==> config.mk <==
export PLATFORM = sky130hd
export DESIGN_NAME = prog_seq_gen_flat
export DESIGN_NICKNAME = d
export VERILOG_FILES = /design/src/rtl/prog_seq_gen_if.sv /design/src/rtl/prog_seq_gen.sv /design/src/flat_wrapper.sv
export SDC_FILE = /design/constraint.sdc
export NUM_CORES = 1
export LEC_CHECK = 0
export ABC_AREA = 1
export CAP_MARGIN = 20
export CORE_ASPECT_RATIO = 0.9
export CORE_UTILIZATION = 40
export DETAILED_ROUTE_END_ITERATION = 6
export PLACE_DENSITY = 0.72
export SYNTH_ARGS = -nofsm -noshare
export SYNTH_HDL_FRONTEND = slang
export SYNTH_SLANG_ARGS = --single-unit
export TNS_END_PERCENT = 50
==> constraint.sdc <==
create_clock -name clk -period 1.7 [get_ports clk]
set_input_delay 0.425 -clock clk [delete_from_list [all_inputs] [get_ports clk]]
set_output_delay 0.425 -clock clk [all_outputs]
set_load 0.01 [all_outputs]
==> src/rtl/prog_seq_gen_if.sv <==
// Control, table-write and output signals of the programmable sequence generator.
// The master side drives the controls and the slave side is the generator itself.
interface prog_seq_gen_if #(
  parameter int WIDTH = 3,
  parameter int DEPTH = 8
);
  localparam int AW = $clog2(DEPTH);

  logic             start;
  logic             stop;
  logic             cyclic;
  logic             dir;
  logic [AW:0]      cfg_len;
  logic             wr_en;
  logic [AW-1:0]    wr_addr;
  logic [WIDTH-1:0] wr_data;
  logic [WIDTH-1:0] Q;
  logic [AW-1:0]    idx;
  logic             busy;
  logic             wrap;
  logic             done;

  modport master (
    output start, stop, cyclic, dir, cfg_len, wr_en, wr_addr, wr_data,
    input  Q, idx, busy, wrap, done
  );

  modport slave (
    input  start, stop, cyclic, dir, cfg_len, wr_en, wr_addr, wr_data,
    output Q, idx, busy, wrap, done
  );
endinterface

==> src/rtl/prog_seq_gen.sv <==
// Programmable sequence generator: register pattern table stepped in one-shot or cyclic mode.
// Define PROG_SEQ_GEN_REVERSE_EN to build reverse playback; otherwise dir is ignored.
module prog_seq_gen #(
  parameter int WIDTH = 3,
  parameter int DEPTH = 8
) (
  input logic          clk,
  input logic          reset,
  prog_seq_gen_if.slave bus
);
  localparam int AW = $clog2(DEPTH);
  localparam logic [AW:0]   DEPTH_L = (AW+1)'(DEPTH);
  localparam logic [AW:0]   LEN_ONE = 1;
  localparam logic [AW-1:0] IDX_ONE = 1;

  localparam logic [0:0] IDLE = 1'b0;
  localparam logic [0:0] RUN  = 1'b1;

  logic [0:0]       state;
  logic [WIDTH-1:0] seq_tab [DEPTH];
  logic [AW:0]      len_q;
  logic             cyclic_q;
  logic [AW-1:0]    idx_q;
  logic [WIDTH-1:0] q_q;
  logic             wrap_q;
  logic             done_q;

  logic [AW:0]      eff_len;
  logic [AW:0]      eff_len_m1;
  logic [AW:0]      len_m1;
  logic             wr_ok;
  logic [AW-1:0]    start_idx;
  logic [AW-1:0]    first_idx;
  logic [AW-1:0]    last_idx;
  logic [AW-1:0]    next_idx;
  logic             dir_in;

  function automatic logic [WIDTH-1:0] reset_val(input int i);
    return (i == 0) ? '0 : WIDTH'(2 * i - 1);
  endfunction

  // NOTE: every always_comb output gets a default first so no path leaves it unassigned (no latch).
  always_comb begin
    eff_len = bus.cfg_len;
    if (bus.cfg_len == '0 || bus.cfg_len > DEPTH_L)
      eff_len = DEPTH_L;
    eff_len_m1 = eff_len - LEN_ONE;
    len_m1     = len_q - LEN_ONE;
    wr_ok      = ({1'b0, bus.wr_addr} < DEPTH_L);
  end

`ifdef PROG_SEQ_GEN_REVERSE_EN
  logic dir_q;

  assign dir_in    = bus.dir;
  assign start_idx = dir_in ? eff_len_m1[AW-1:0] : '0;
  assign first_idx = dir_q ? len_m1[AW-1:0] : '0;
  assign last_idx  = dir_q ? '0 : len_m1[AW-1:0];
  assign next_idx  = dir_q ? idx_q - IDX_ONE : idx_q + IDX_ONE;

  always_ff @(posedge clk) begin
    if (reset)
      dir_q <= 1'b0;
    else if (bus.start && !(state == RUN && bus.stop))
      dir_q <= dir_in;
  end
`else
  logic unused_dir;

  assign unused_dir = bus.dir;
  assign dir_in     = 1'b0;
  assign start_idx  = '0;
  assign first_idx  = '0;
  assign last_idx   = len_m1[AW-1:0];
  assign next_idx   = idx_q + IDX_ONE;
`endif

  // NOTE: the table is plain flops reset to the odd-step pattern, so it must be cleared here with the rest.
  always_ff @(posedge clk) begin
    if (reset) begin
      state    <= IDLE;
      len_q    <= DEPTH_L;
      cyclic_q <= 1'b0;
      idx_q    <= '0;
      q_q      <= '0;
      wrap_q   <= 1'b0;
      done_q   <= 1'b0;
      for (int i = 0; i < DEPTH; i++)
        seq_tab[i] <= reset_val(i);
    end else begin
      wrap_q <= 1'b0;
      done_q <= 1'b0;
      if (state == IDLE && bus.wr_en && wr_ok)
        seq_tab[bus.wr_addr] <= bus.wr_data;

      case (state)
        IDLE: begin
          if (bus.start) begin
            // NOTE: non-blocking writes mean this read sees the table before a same-cycle write.
            state    <= RUN;
            len_q    <= eff_len;
            cyclic_q <= bus.cyclic;
            idx_q    <= start_idx;
            q_q      <= seq_tab[start_idx];
          end
        end
        default: begin
          if (bus.stop) begin
            state  <= IDLE;
            done_q <= 1'b1;
          end else if (bus.start) begin
            len_q    <= eff_len;
            cyclic_q <= bus.cyclic;
            idx_q    <= start_idx;
            q_q      <= seq_tab[start_idx];
          end else if (idx_q == last_idx) begin
            if (cyclic_q) begin
              idx_q  <= first_idx;
              q_q    <= seq_tab[first_idx];
              wrap_q <= 1'b1;
            end else begin
              state  <= IDLE;
              done_q <= 1'b1;
            end
          end else begin
            idx_q <= next_idx;
            q_q   <= seq_tab[next_idx];
          end
        end
      endcase
    end
  end

  assign bus.Q    = q_q;
  assign bus.idx  = idx_q;
  assign bus.busy = (state == RUN);
  assign bus.wrap = wrap_q;
  assign bus.done = done_q;
endmodule

==> src/flat_wrapper.sv <==
// flat-port wrapper written by rule: the top's interface ports become plain ports
module prog_seq_gen_flat 
#(
  parameter int WIDTH = 3,
  parameter int DEPTH = 8
)
  (clk, reset, bus_start, bus_stop, bus_cyclic, bus_dir, bus_cfg_len, bus_wr_en, bus_wr_addr, bus_wr_data, bus_Q, bus_idx, bus_busy, bus_wrap, bus_done);
  prog_seq_gen_if #(.WIDTH(WIDTH), .DEPTH(DEPTH)) bus_i ();
  input logic clk;
  input logic reset;
  input wire logic [$bits(bus_i.start)-1:0] bus_start;
  input wire logic [$bits(bus_i.stop)-1:0] bus_stop;
  input wire logic [$bits(bus_i.cyclic)-1:0] bus_cyclic;
  input wire logic [$bits(bus_i.dir)-1:0] bus_dir;
  input wire logic [$bits(bus_i.cfg_len)-1:0] bus_cfg_len;
  input wire logic [$bits(bus_i.wr_en)-1:0] bus_wr_en;
  input wire logic [$bits(bus_i.wr_addr)-1:0] bus_wr_addr;
  input wire logic [$bits(bus_i.wr_data)-1:0] bus_wr_data;
  output wire logic [$bits(bus_i.Q)-1:0] bus_Q;
  output wire logic [$bits(bus_i.idx)-1:0] bus_idx;
  output wire logic [$bits(bus_i.busy)-1:0] bus_busy;
  output wire logic [$bits(bus_i.wrap)-1:0] bus_wrap;
  output wire logic [$bits(bus_i.done)-1:0] bus_done;
  assign bus_i.start = bus_start;
  assign bus_i.stop = bus_stop;
  assign bus_i.cyclic = bus_cyclic;
  assign bus_i.dir = bus_dir;
  assign bus_i.cfg_len = bus_cfg_len;
  assign bus_i.wr_en = bus_wr_en;
  assign bus_i.wr_addr = bus_wr_addr;
  assign bus_i.wr_data = bus_wr_data;
  assign bus_Q = bus_i.Q;
  assign bus_idx = bus_i.idx;
  assign bus_busy = bus_i.busy;
  assign bus_wrap = bus_i.wrap;
  assign bus_done = bus_i.done;
  prog_seq_gen #(.WIDTH(WIDTH), .DEPTH(DEPTH)) u_core (.clk(clk), .reset(reset), .bus(bus_i));
endmodule
Word level (Yosys, flattened, before mapping) --
Memory sizes are Yosys's and may differ from the RTL's. Cells that the tools add are included. Widths: inputs -> output; s select.
Word-level totals: RAM bits 24, input bits 17, logic and storage cells 61, memories 1, flip-flop bits (word level) 14, output and inout bits 9
Operators by class: bitwise operators 2, order comparisons 1, reductions and logical operators 8, add/sub/neg operators 2, eq/ne operators 3, muxes and demuxes 37
Memory list:
- u_core.seq_tab | depth 8, width 3, read ports 2, clocked after Yosys merged registers in 0, write ports 8, line prog_seq_gen.sv:20 | logic [WIDTH-1:0] seq_tab [DEPTH];
Operators by type and width (count):
- $mux 3 | 14
- $mux 1 | 19
- $mux 4 | 4
- $reduce_or 5->1 | 1
- $gt 4x4->1 const B | 1
- $logic_not 4->1 | 1
- $ne 4x3->1 const B | 1
- $add 3x1->3 const B | 1
- $eq 3x3->1 | 1
- $reduce_and 3->1 | 1
- $reduce_or 3->1 | 1
- $sub 3x1->3 const B | 1
- $ne 2x2->1 const B | 1
- $not 1->1 | 2
- $reduce_bool 2->1 | 1
- $reduce_or 2->1 | 1
- $logic_and 1x1->1 | 1
- $logic_or 1x1->1 | 1

Logic depth before layout (Yosys ltp) --
depth after elaboration 7, mapped depth 13, mapped depth without buffers 13

Least setup slack after synthesis --
No wires, ideal clock.
path kind register -> register, start register u_core.idx_q[0] (netlist: u_core.bus.idx[0]), end register u_core.q_q[0] (netlist: u_core.bus.Q[0]), stages on the path, launching flop included 12, library setup time 0.064 ns, setup slack 0.192 ns, arrival time 1.444 ns, required time 1.636 ns, path buffers 1, path through dfxtp_1 > ha_1 > buf_2 > inv_1 > nand3_1 > nand2_1 > nand2_1 > nand2_1 > nand2_1 > nand2_1 > nor2_1 > nor2_1
On the way: cells in the longest elaborated chain, start to end 6, elaborated cells on any way between the ends 9
RTL lines:
- start: declaration | line prog_seq_gen.sv:23 | logic [AW-1:0] idx_q;
- start signal: assignment | line prog_seq_gen.sv:103 | idx_q <= start_idx;
- start signal: assignment | line prog_seq_gen.sv:114 | idx_q <= start_idx;
- start signal: assignment | line prog_seq_gen.sv:118 | idx_q <= first_idx;
- $add 3x1->3 | line prog_seq_gen.sv:75 | assign next_idx = idx_q + IDX_ONE;
- $mem_v2 8x3
- $mux 3 | line prog_seq_gen.sv:116 | end else if (idx_q == last_idx) begin
- $mux 3 | line prog_seq_gen.sv:111 | end else if (bus.start) begin
- $mux 3 | line prog_seq_gen.sv:108 | if (bus.stop) begin
- $mux 3 | line prog_seq_gen.sv:96 | case (state)
- end signal: assignment | line prog_seq_gen.sv:104 | q_q <= seq_tab[start_idx];
- end signal: assignment | line prog_seq_gen.sv:115 | q_q <= seq_tab[start_idx];
- end signal: assignment | line prog_seq_gen.sv:119 | q_q <= seq_tab[first_idx];
- end: declaration | line prog_seq_gen.sv:24 | logic [WIDTH-1:0] q_q;
Several ways; a longest one is shown, not always the timed one. The select of a mux whose other input is x is not followed. A chain may end at the register's enable or synchronous reset.

Final worst setup path --
start register u_core.idx_q[0] (netlist: u_core.bus.idx[0]), end output port bus_idx[0]
RTL lines:
- end: declaration | line flat_wrapper.sv:20 | output wire logic [$bits(bus_i.idx)-1:0] bus_idx;
No word-level cell between the ends.

==> impl_results.md <==
- RSZ-0062 raised after global routing: true
- Clk root buf: clkbuf_8
- CP Capture Type: primary output
- Largest area contributor in the netlist: edfxtp_1
- Req. time, crit path: between 1 and 1.5 ns
- Synth top area share: 0.367
- Met2 WL: 1840 µm
- Final ANT Viol Nets: 0
- Post-synthesis cell type count: 21
- Leak pwr: between 1 and 1.5 nW
- CTS tree: done
- Clock-pin transition on the worst setup and hold timing paths: roughly 0.07 ns
- F_max: slightly above 600 MHz
- Fin nets: 330
- WS Path Type: flip-flop to primary output
- Drt drc: 0
- GP Congestion: roughly 0.79
- Layout cell share with drive strength beyond 1: 0.157
- FP Rows: 23
- Area contributors post-synth: edfxtp_1, nand2_1, dfxtp_1, inv_1, nor2_1
- Met3 wire length: 129 µm
- Relative slew slack: 0.787
- Placed cells: about 370
- Syn_nets: roughly 290
- Worst endpoint data arrival time: between 1 and 1.5 ns
- Fin. max-slew vios: 0
- Sink Count: 37
- PwrDens: ~800 mW/mm²
- Antenna cells: 0
- Drt first pass iters: 4
- EDFF count, synth: 24
- Via Count: 1,655
- Post-Syn Area: just under 0.002 mm²
- Startpoint Class: flip-flop
- Largest net degree at the start of global routing: 16
- Yosys reg bits: 37
- Total Wirelength: 3990 µm
- Starting Density: 0.429
- Avg WL per Cell: around 11 µm
- DR top layer: met4
- Fin Hold WS: 0.474 ns
- Sequential fraction of the synthesis area: 0.499
- Vias in the first global route: approximately 1,500
- Slowest CP cell: clkdlybuf4s50_1
- IO Port Bufs: 24
- Status: finished clean
- Final setup vio count: 0
- Initial antenna violation count: 0
- Synth Flop Type: edfxtp_1
- Crit path time final: roughly 1.6 ns
- Vias per cell: 4.43
- Die Width: approximately 76 µm
- Layout area overhead: 29.0%
- Max IR drop VDD: approximately 0.00057 V
- Hold buffers post-CTS: 0
- Worst Tran Pin Value: approximately 0.32 ns
- Clock Latency Late Sink: slightly below 0.3 ns
- Ports: 26
- Max clock buf depth: 2
- H-tree lvl count: 2
- First-pass GRT wire length: about 6400 µm
- Die H: around 68 µm
- Mapped Cells: 268
- Synth async-reset ratio: 0
- Worst min path class: flip-flop to flip-flop
- CP peak stage delay: 0.54 ns
- Crit-path leading delay family: buffers and inverters
- Met1 WL: slightly below 2000 µm
- CP Max Fanout: 5
- Non-Filler Instances: between 300 and 400
- Ys Warns: 0
- Die footprint: roughly 0.0052 mm²
- TritonCTS Buffers: 5
- GRT Total Usage: 0.172
- Core area: approximately 0.0046 mm²
- Dpl hpwl: roughly 3100 µm
- Fin crit share: 0.963
- GRT Residual Overflow: 0
- Crit path buf inv count: 1
- Ordered cell list for the critical path: clkdlybuf4s50_1
- Final hold vios: 0
- # Max-Cap Violations: 0
- Avg Cell Area, Syn: 7.33 µm²
- Fin Clk Skew: roughly 0.012 ns
- 1st-iter DRT viols: 60
==> repair_timing <==
action | CTS | global route
resized for setup | 4 | 16
buffers inserted | 0 | 1
pin swaps | 0 | 5
setup endpoints to repair | 8 | 24
==> area by class of cell <==
cell class	count	area (µm²)
clock inverters	2	13.8
inverters	53	199
repair buffers	40	359
flip-flops and latches	37	986
well taps	62	77.6
clock buffers	6	82.6
multi-input cells	174	816
fillers	418	2040
==> layout by cell type, fill, tap and decap left out, drive strengths merged, types with 2 or more instances in the layout <==
cell / synthesis / final
a211oi: 3 / 3
a21oi: 6 / 6
buf: 3 / 16
clkbuf: 1 / 6
clkdlybuf4s50: 0 / 23
clkinv: 0 / 2
dfxtp: 13 / 13
edfxtp: 24 / 24
ha: 2 / 2
inv: 53 / 53
nand2: 100 / 100
nand3: 19 / 19
nor2: 37 / 37
o21ai: 3 / 3
==> where the power goes <==
| part | switching [mW] | internal (mW) |
|---|---|---|
| clock | 0.310 | 0.328 |
| combinational | 0.246 | 0.181 |
| sequential | 0.0230 | 0.998 |
| total | 0.579 | 1.51 |
==> worst reg2reg max path, cell delays in order (launching register included) <==
cell,delay [ns]
dfxtp_2,0.34
inv_2,0.05
ha_4,0.26
inv_1,0.04
nand2_1,0.07
nand2_2,0.06
nor2_4,0.17
nand4_4,0.16
nand2_4,0.15
inv_2,0.06
nor2_1,0.09
nor2_1,0.05
==> metrics by stage <==
step | instance area (µm²) | utilization | setup TNS, ns | setup slack [ns] | power [mW]
2_1_floorplan | 1960 | - | 0 | 0.192 | 1.29
3_3_place_gp | 2380 | 0.519 | -7.55 | -0.294 | 1.45
3_5_place_dp | 2380 | 0.519 | -8.32 | -0.315 | 1.45
4_1_cts | 2480 | 0.541 | 0 | 0.0234 | 2.08
5_1_grt | 2530 | 0.554 | -0.0133 | -0.0123 | 2.20
6_report | 2530 | 0.554 | 0 | 0.0625 | 2.09
==> kinds of logic after synthesis <==
family / synth area share
and+or+nand+nor: 0.332
buffers and inverters: 0.111
DFF: 0.499
AOI/OAI and AO/OA: 0.0401
adders and majority gates: 0.0127
xor gates and xnor gates: 0.00446
==> synthesized netlist by cell type (2+ instances only) <==
| cell | instances |
|---|---|
| buf_2 | 3 |
| o21ai_0 | 2 |
| a211oi_1 | 3 |
| inv_1 | 50 |
| ha_1 | 2 |
| nand3_1 | 19 |
| nand2_1 | 98 |
| a21oi_1 | 6 |
| inv_2 | 3 |
| nor2_1 | 36 |
| dfxtp_1 | 13 |
| edfxtp_1 | 24 |
==> state kept, by name (all words and copies together) (netlist names) <==
name / count
u_core.bus.Q: 3
u_core.bus.busy: 1
u_core.bus.done: 1
u_core.bus.idx: 3
u_core.bus.wrap: 1
u_core.cyclic_q: 1
u_core.len_q: 3
u_core.seq_tab: 24
==> path summary, 6_finish.rpt <==
path         slack, ns               from                 to  cells past startpoint
max reg2reg       0.09    u_core.len_q[0]  u_core.bus.idx[2]                     11
min reg2reg       0.47    u_core.cyclic_q    u_core.bus.wrap                      2
max               0.06  u_core.bus.idx[0]         bus_idx[0]                      1
min               0.47    u_core.cyclic_q    u_core.bus.wrap                      2
==> per-layer routing <==
| layer | GRT usage | vias to the layer above |
|---|---|---|
| met5 | 0 | - |
| met4 | 0.0556 | 0 |
| met3 | 0.0442 | 4 |
| met2 | 0.270 | 24 |
| met1 | 0.231 | 725 |
| li1 | - | 902 |
No activity file was read; power rests on OpenSTA's default activity.
==> edit 1, RTL diff (same settings) <==
Build with the macro `PROG_SEQ_GEN_REVERSE_EN` defined.
--- a/src/rtl/prog_seq_gen.sv
+++ b/src/rtl/prog_seq_gen.sv
@@ -1,5 +1,7 @@
 // Programmable sequence generator: register pattern table stepped in one-shot or cyclic mode.
 // Define PROG_SEQ_GEN_REVERSE_EN to build reverse playback; otherwise dir is ignored.
+`define PROG_SEQ_GEN_REVERSE_EN
+
 module prog_seq_gen #(
   parameter int WIDTH = 3,
   parameter int DEPTH = 8
Behaviour: not the same (Yosys sat finds a counterexample within 4 cycles, from zero or initial values and one cycle with reset high).
==> edit 1 against the unedited design <==
  * The run now ends with negative setup slack left
  * First-iteration DRC count grew to 3.8 times the old value
  * Sequential cell count grew 1
  * Routed wire length grew 84%
  * Cell area grew 36%
  * Area after synthesis grew 30%
  * Via count grew 60%
  * Sequential power grew 4%
  * Count of clock-buffer cells in the layout shrank 1
  * Global-route usage grew 6.0 points
  * Register-to-register slack lost 0.12 ns
  * Setup slack lost 0.088 ns
  * Power grew 23%
  * Critical path type is now register to register
  * Critical endpoint is now u_core.bus.Q[1]
  * Largest power group unchanged
==> edit 1: results (changes against the unedited design) <==
failing checks negative setup slack; Cells after Synth 372 (+39%); Static Leak 1.499 nW (+29%); fraction of layout cells with a size suffix above 1 22.55% (+6.8 points); Routed WL 7319 um (+84%); Inserted Diodes 0 (unchanged); first-pass GRT wire length 11920 um (+85%); vias in the first global route 2520 (+69%); switching share of power 34.57% (+6.8 points); Critical path origin u_core.bus.idx[0]; top cells by count, synth 104 x nand2_1, 51 x inv_1, 46 x nor2_1; Reg clk slew, reported paths 0.09 ns (+0.02 ns); Worst R2R Path Depth 9 (-2); HP Class register to register; clock tree buffer depth 2 (unchanged); vias per cell 5.027 (+14%); ys async rst share 0% (unchanged); CP Capture Point u_core.bus.Q[1]; Port-buffer cells 25 (+4.2%); final setup violation count 3 (+3); VDD IR max 0.6290 mV (+9.8%); GPL Wtd Cong 0.9619 (+22%); final setup TNS -0.04261 ns (-0.04261 ns); dominant synthesized flop cell edfxtp_1; Iteration-0 DRC Markers 228 (+280%); CP max FO 7 (+2); combinational share of power 34.5% (+14 points); post-place instance area 3159 um^2 (+33%); sequential fraction of the synthesis area 39.08% (-11 points); max reg flops 24 (unchanged); Critical Path AT 1.92 ns (+0.71 ns); largest net degree at the start of global routing 23 (+7); CTS H-tree depth 2 (unchanged); final hold slack 0.4654 ns (-0.008916 ns); Slew headroom 78.44% (-0.30 points); Initial DRT Pass Iterations 4 (unchanged); synth warn 0 (unchanged); worst clock skew 0.009956 ns (-0.001605 ns); Placed Cells 511 (+40%); fin nets 458 (+39%); clk_lat worst skew 0.29 ns (about the same); syn_nets 392 (+37%); top area cells in the synthesized netlist edfxtp_1 28%, nand2_1 15%, dfxtp_1 11%; register share of total power 41.3% (-7.6 points); routed length per instance 13.91 um (+31%); outcome finished with violations; pre-CTS WS -0.5082 ns (-0.1937 ns); CTS Root Cell clkbuf_8; Detail Placement HPWL 5689 um (+86%); Power Total 2.567 mW (+23%); Final WS setup -0.02580 ns (-0.08830 ns); Post-synth EDFFs 24 (unchanged); initial antenna violation count 0 (unchanged); Synth cell types 27 (+29%); GRT Overall Usage 23.17% (+6.0 points); CTS buffer count 5 (unchanged)
[edit 1: how the worst min path moves through the flow]
stage,startpoint,end,cells past startpoint
5_1_grt,u_core.cyclic_q,u_core.bus.wrap,2
4_1_cts,u_core.cyclic_q,u_core.bus.wrap,2
2_1_floorplan,u_core.cyclic_q,u_core.bus.wrap,2
3_5_place_dp,u_core.cyclic_q,u_core.bus.wrap,2
3_3_place_gp,u_core.cyclic_q,u_core.bus.wrap,2
6_report,u_core.cyclic_q,u_core.bus.wrap,2
[edit 1: cell type report]
| class | instances | area [um^2] |
|---|---|---|
| fillers | 609 | 2706 |
| multi-input cells | 269 | 1416 |
| flip-flops and latches | 38 | 1008 |
| repair buffers | 69 | 611.8 |
| inverters | 55 | 211.5 |
| well taps | 87 | 108.9 |
| clock buffers | 5 | 68.82 |
| clock inverters | 3 | 16.27 |
[edit 1: metal layers]
layer / share of wire (%) / global-route usage [%]
met1: 42 / 30.35
met2: 49 / 38.73
met3: 7.1 / 3.723
met4: 2.0 / 7.667
met5: 0 / 0
[edit 1: timing repair]
item                       CTS  global route
resized for setup           26            28
hold endpoints to repair     0             0
setup endpoints to repair   16            31
setup buffers                2             4
gates cloned                 1             0
pin swaps                   18            12
[edit 1: worst max-delay path, stage by stage, from the launching register on]
cell and delay, ns:
dfxtp_2 0.35, fa_2 0.60, buf_6 0.14, nand3_1 0.08, nand2_1 0.07, nand3_1 0.07
nand3_1 0.09, nand3_2 0.08, nand4_1 0.10, a21oi_1 0.06
[edit 1: kinds of logic (layout without fill, tap and decap cells)]
kind of cell | count (synthesis) | after routing | share of synthesized area (%)
simple gates | 208 | 208 | 35.52
buf+inv | 65 | 132 | 10.55
compound gates | 58 | 58 | 13.09
flops | 38 | 38 | 39.08
fa+ha+maj | 3 | 3 | 1.759
==> edit 2, RTL diff (config.mk and constraints unchanged) <==
Without the edit above. `WIDTH` is set to 3 in 3 places; all go to 6.
--- a/src/rtl/prog_seq_gen_if.sv
+++ b/src/rtl/prog_seq_gen_if.sv
@@ -1,7 +1,7 @@
 // Control, table-write and output signals of the programmable sequence generator.
 // The master side drives the controls and the slave side is the generator itself.
 interface prog_seq_gen_if #(
-  parameter int WIDTH = 3,
+  parameter int WIDTH = 6,
   parameter int DEPTH = 8
 );
   localparam int AW = $clog2(DEPTH);
--- a/src/rtl/prog_seq_gen.sv
+++ b/src/rtl/prog_seq_gen.sv
@@ -1,7 +1,7 @@
 // Programmable sequence generator: register pattern table stepped in one-shot or cyclic mode.
 // Define PROG_SEQ_GEN_REVERSE_EN to build reverse playback; otherwise dir is ignored.
 module prog_seq_gen #(
-  parameter int WIDTH = 3,
+  parameter int WIDTH = 6,
   parameter int DEPTH = 8
 ) (
   input logic          clk,
--- a/src/flat_wrapper.sv
+++ b/src/flat_wrapper.sv
@@ -1,7 +1,7 @@
 // flat-port wrapper written by rule: the top's interface ports become plain ports
 module prog_seq_gen_flat 
 #(
-  parameter int WIDTH = 3,
+  parameter int WIDTH = 6,
   parameter int DEPTH = 8
 )
   (clk, reset, bus_start, bus_stop, bus_cyclic, bus_dir, bus_cfg_len, bus_wr_en, bus_wr_addr, bus_wr_data, bus_Q, bus_idx, bus_busy, bus_wrap, bus_done);
Interface: changed (resized bus_Q and bus_wr_data); port bits go from 26 to 32. No check against the original RTL was run, so the function may have changed too.
==> edit 2 against the unedited design <==
  * Power up 96%
  * Global-route usage up 1.7 points
  * Die area up 65%
  * Setup slack worse by 0.049 ns
  * Cell area up 68%
  * Routed wire length up 89%
  * Sequential cell count up 27
  * Combinational power up 68%
  * First-iteration DRC count rose to 3.8 times the old value
  * Area after synthesis up 67%
  * Critical path depth up 7
  * Largest cell class unchanged
==> edit 2: results (changes against the unedited design) <==
outcome complete, no violations; worst clock skew 0.004969 ns (-0.006592 ns); Static Leak 1.987 nW (+71%); syn_nets 448 (+56%); Mapped Avg Cell Area 7.692 um^2 (+4.9%); metal2 WL 3568 um (+94%); CTS H-tree depth 3 (+1); via count 2789 (+69%); pre-CTS WS -0.4862 ns (-0.1717 ns); Critical Path AT 1.74 ns (+0.53 ns); Iteration-0 DRC Markers 227 (+280%); GRT Overall Usage 18.88% (+1.7 points); fin nets 513 (+55%); CTS buffer count 9 (+4); Placed Cells 573 (+57%); GPL Wtd Cong 0.8351 (+6.2%); top cells by count, synth 162 x nand2_1, 77 x inv_1, 64 x nor2_1; Max stage delay on crit path 0.43 ns (-0.11 ns); top area cells in the synthesized netlist edfxtp_1 44%, nand2_1 19%, dfxtp_1 9.8%; GR Util met3 5.746% (+1.3 points); fraction of layout cells with a size suffix above 1 17.14% (+1.4 points); vias in the first global route 2722 (+83%); first-pass GRT wire length 12520 um (+94%); Worst Min Path Start u_core.len_q[2]; Slew headroom 74.40% (-4.3 points); CTS resizes 12 (+8); Post-synth EDFFs 48 (+100%); sequential fraction of the synthesis area 53.76% (+3.8 points); final hold slack 0.4949 ns (+0.02056 ns); Critical path origin reset; Port-buffer cells 30 (+25%); Met1 Wirelength 3248 um (+66%); M1 GR Usage 23.50% (+0.41 points); Synth cell types 23 (+9.5%); Hold Path Sink u_core.len_q[2]; total length of routed met3 wires 606 um (+370%); Routed WL 7514 um (+89%); met2 Use GR 32.17% (+5.2 points); VDD IR max 0.4994 mV (-13%); fin cells 592 (+58%); post-place instance area 3884 um^2 (+63%); Max Clk Rate 0.5930 GHz (-2.9%)
[edit 2: cell count changes after synthesis, moves of 2 or more]
cell / delta
buf_2: +2
buf_6: +2
dfxtp_1: +3
edfxtp_1: +24
inv_1: +27
inv_2: -3
nand2_1: +64
nand2_2: +2
nand3_1: +6
nor2_1: +28
[edit 2: cells by family after synthesis]
logic type / count (synthesis) / synth area share, %
xor gates and xnor gates: 1 / 0.4965
DFF: 64 / 53.76
buffers and inverters: 88 / 10.81
adders and majority gates: 2 / 0.7635
AOI/OAI and AO/OA: 12 / 2.215
and+or+nand+nor: 259 / 31.96
[edit 2: cell type report]
type,count,share of cell area (%)
clock inverter,7,2.793
inverter,78,7.086
sequential,64,41.52
timing repair inverter,1,0.1764
timing repair buffer,62,13.11
clock buffer,9,2.911
tap,96,2.823
multi-input combinational,275,29.58
[edit 2: power by group]
group	total, mW	switching [mW]	leakage [nW]	internal [mW]
clock	1.59	0.612	0.117	0.976
sequential	1.79	0.0406	0.581	1.75
combinational	0.717	0.424	1.29	0.293
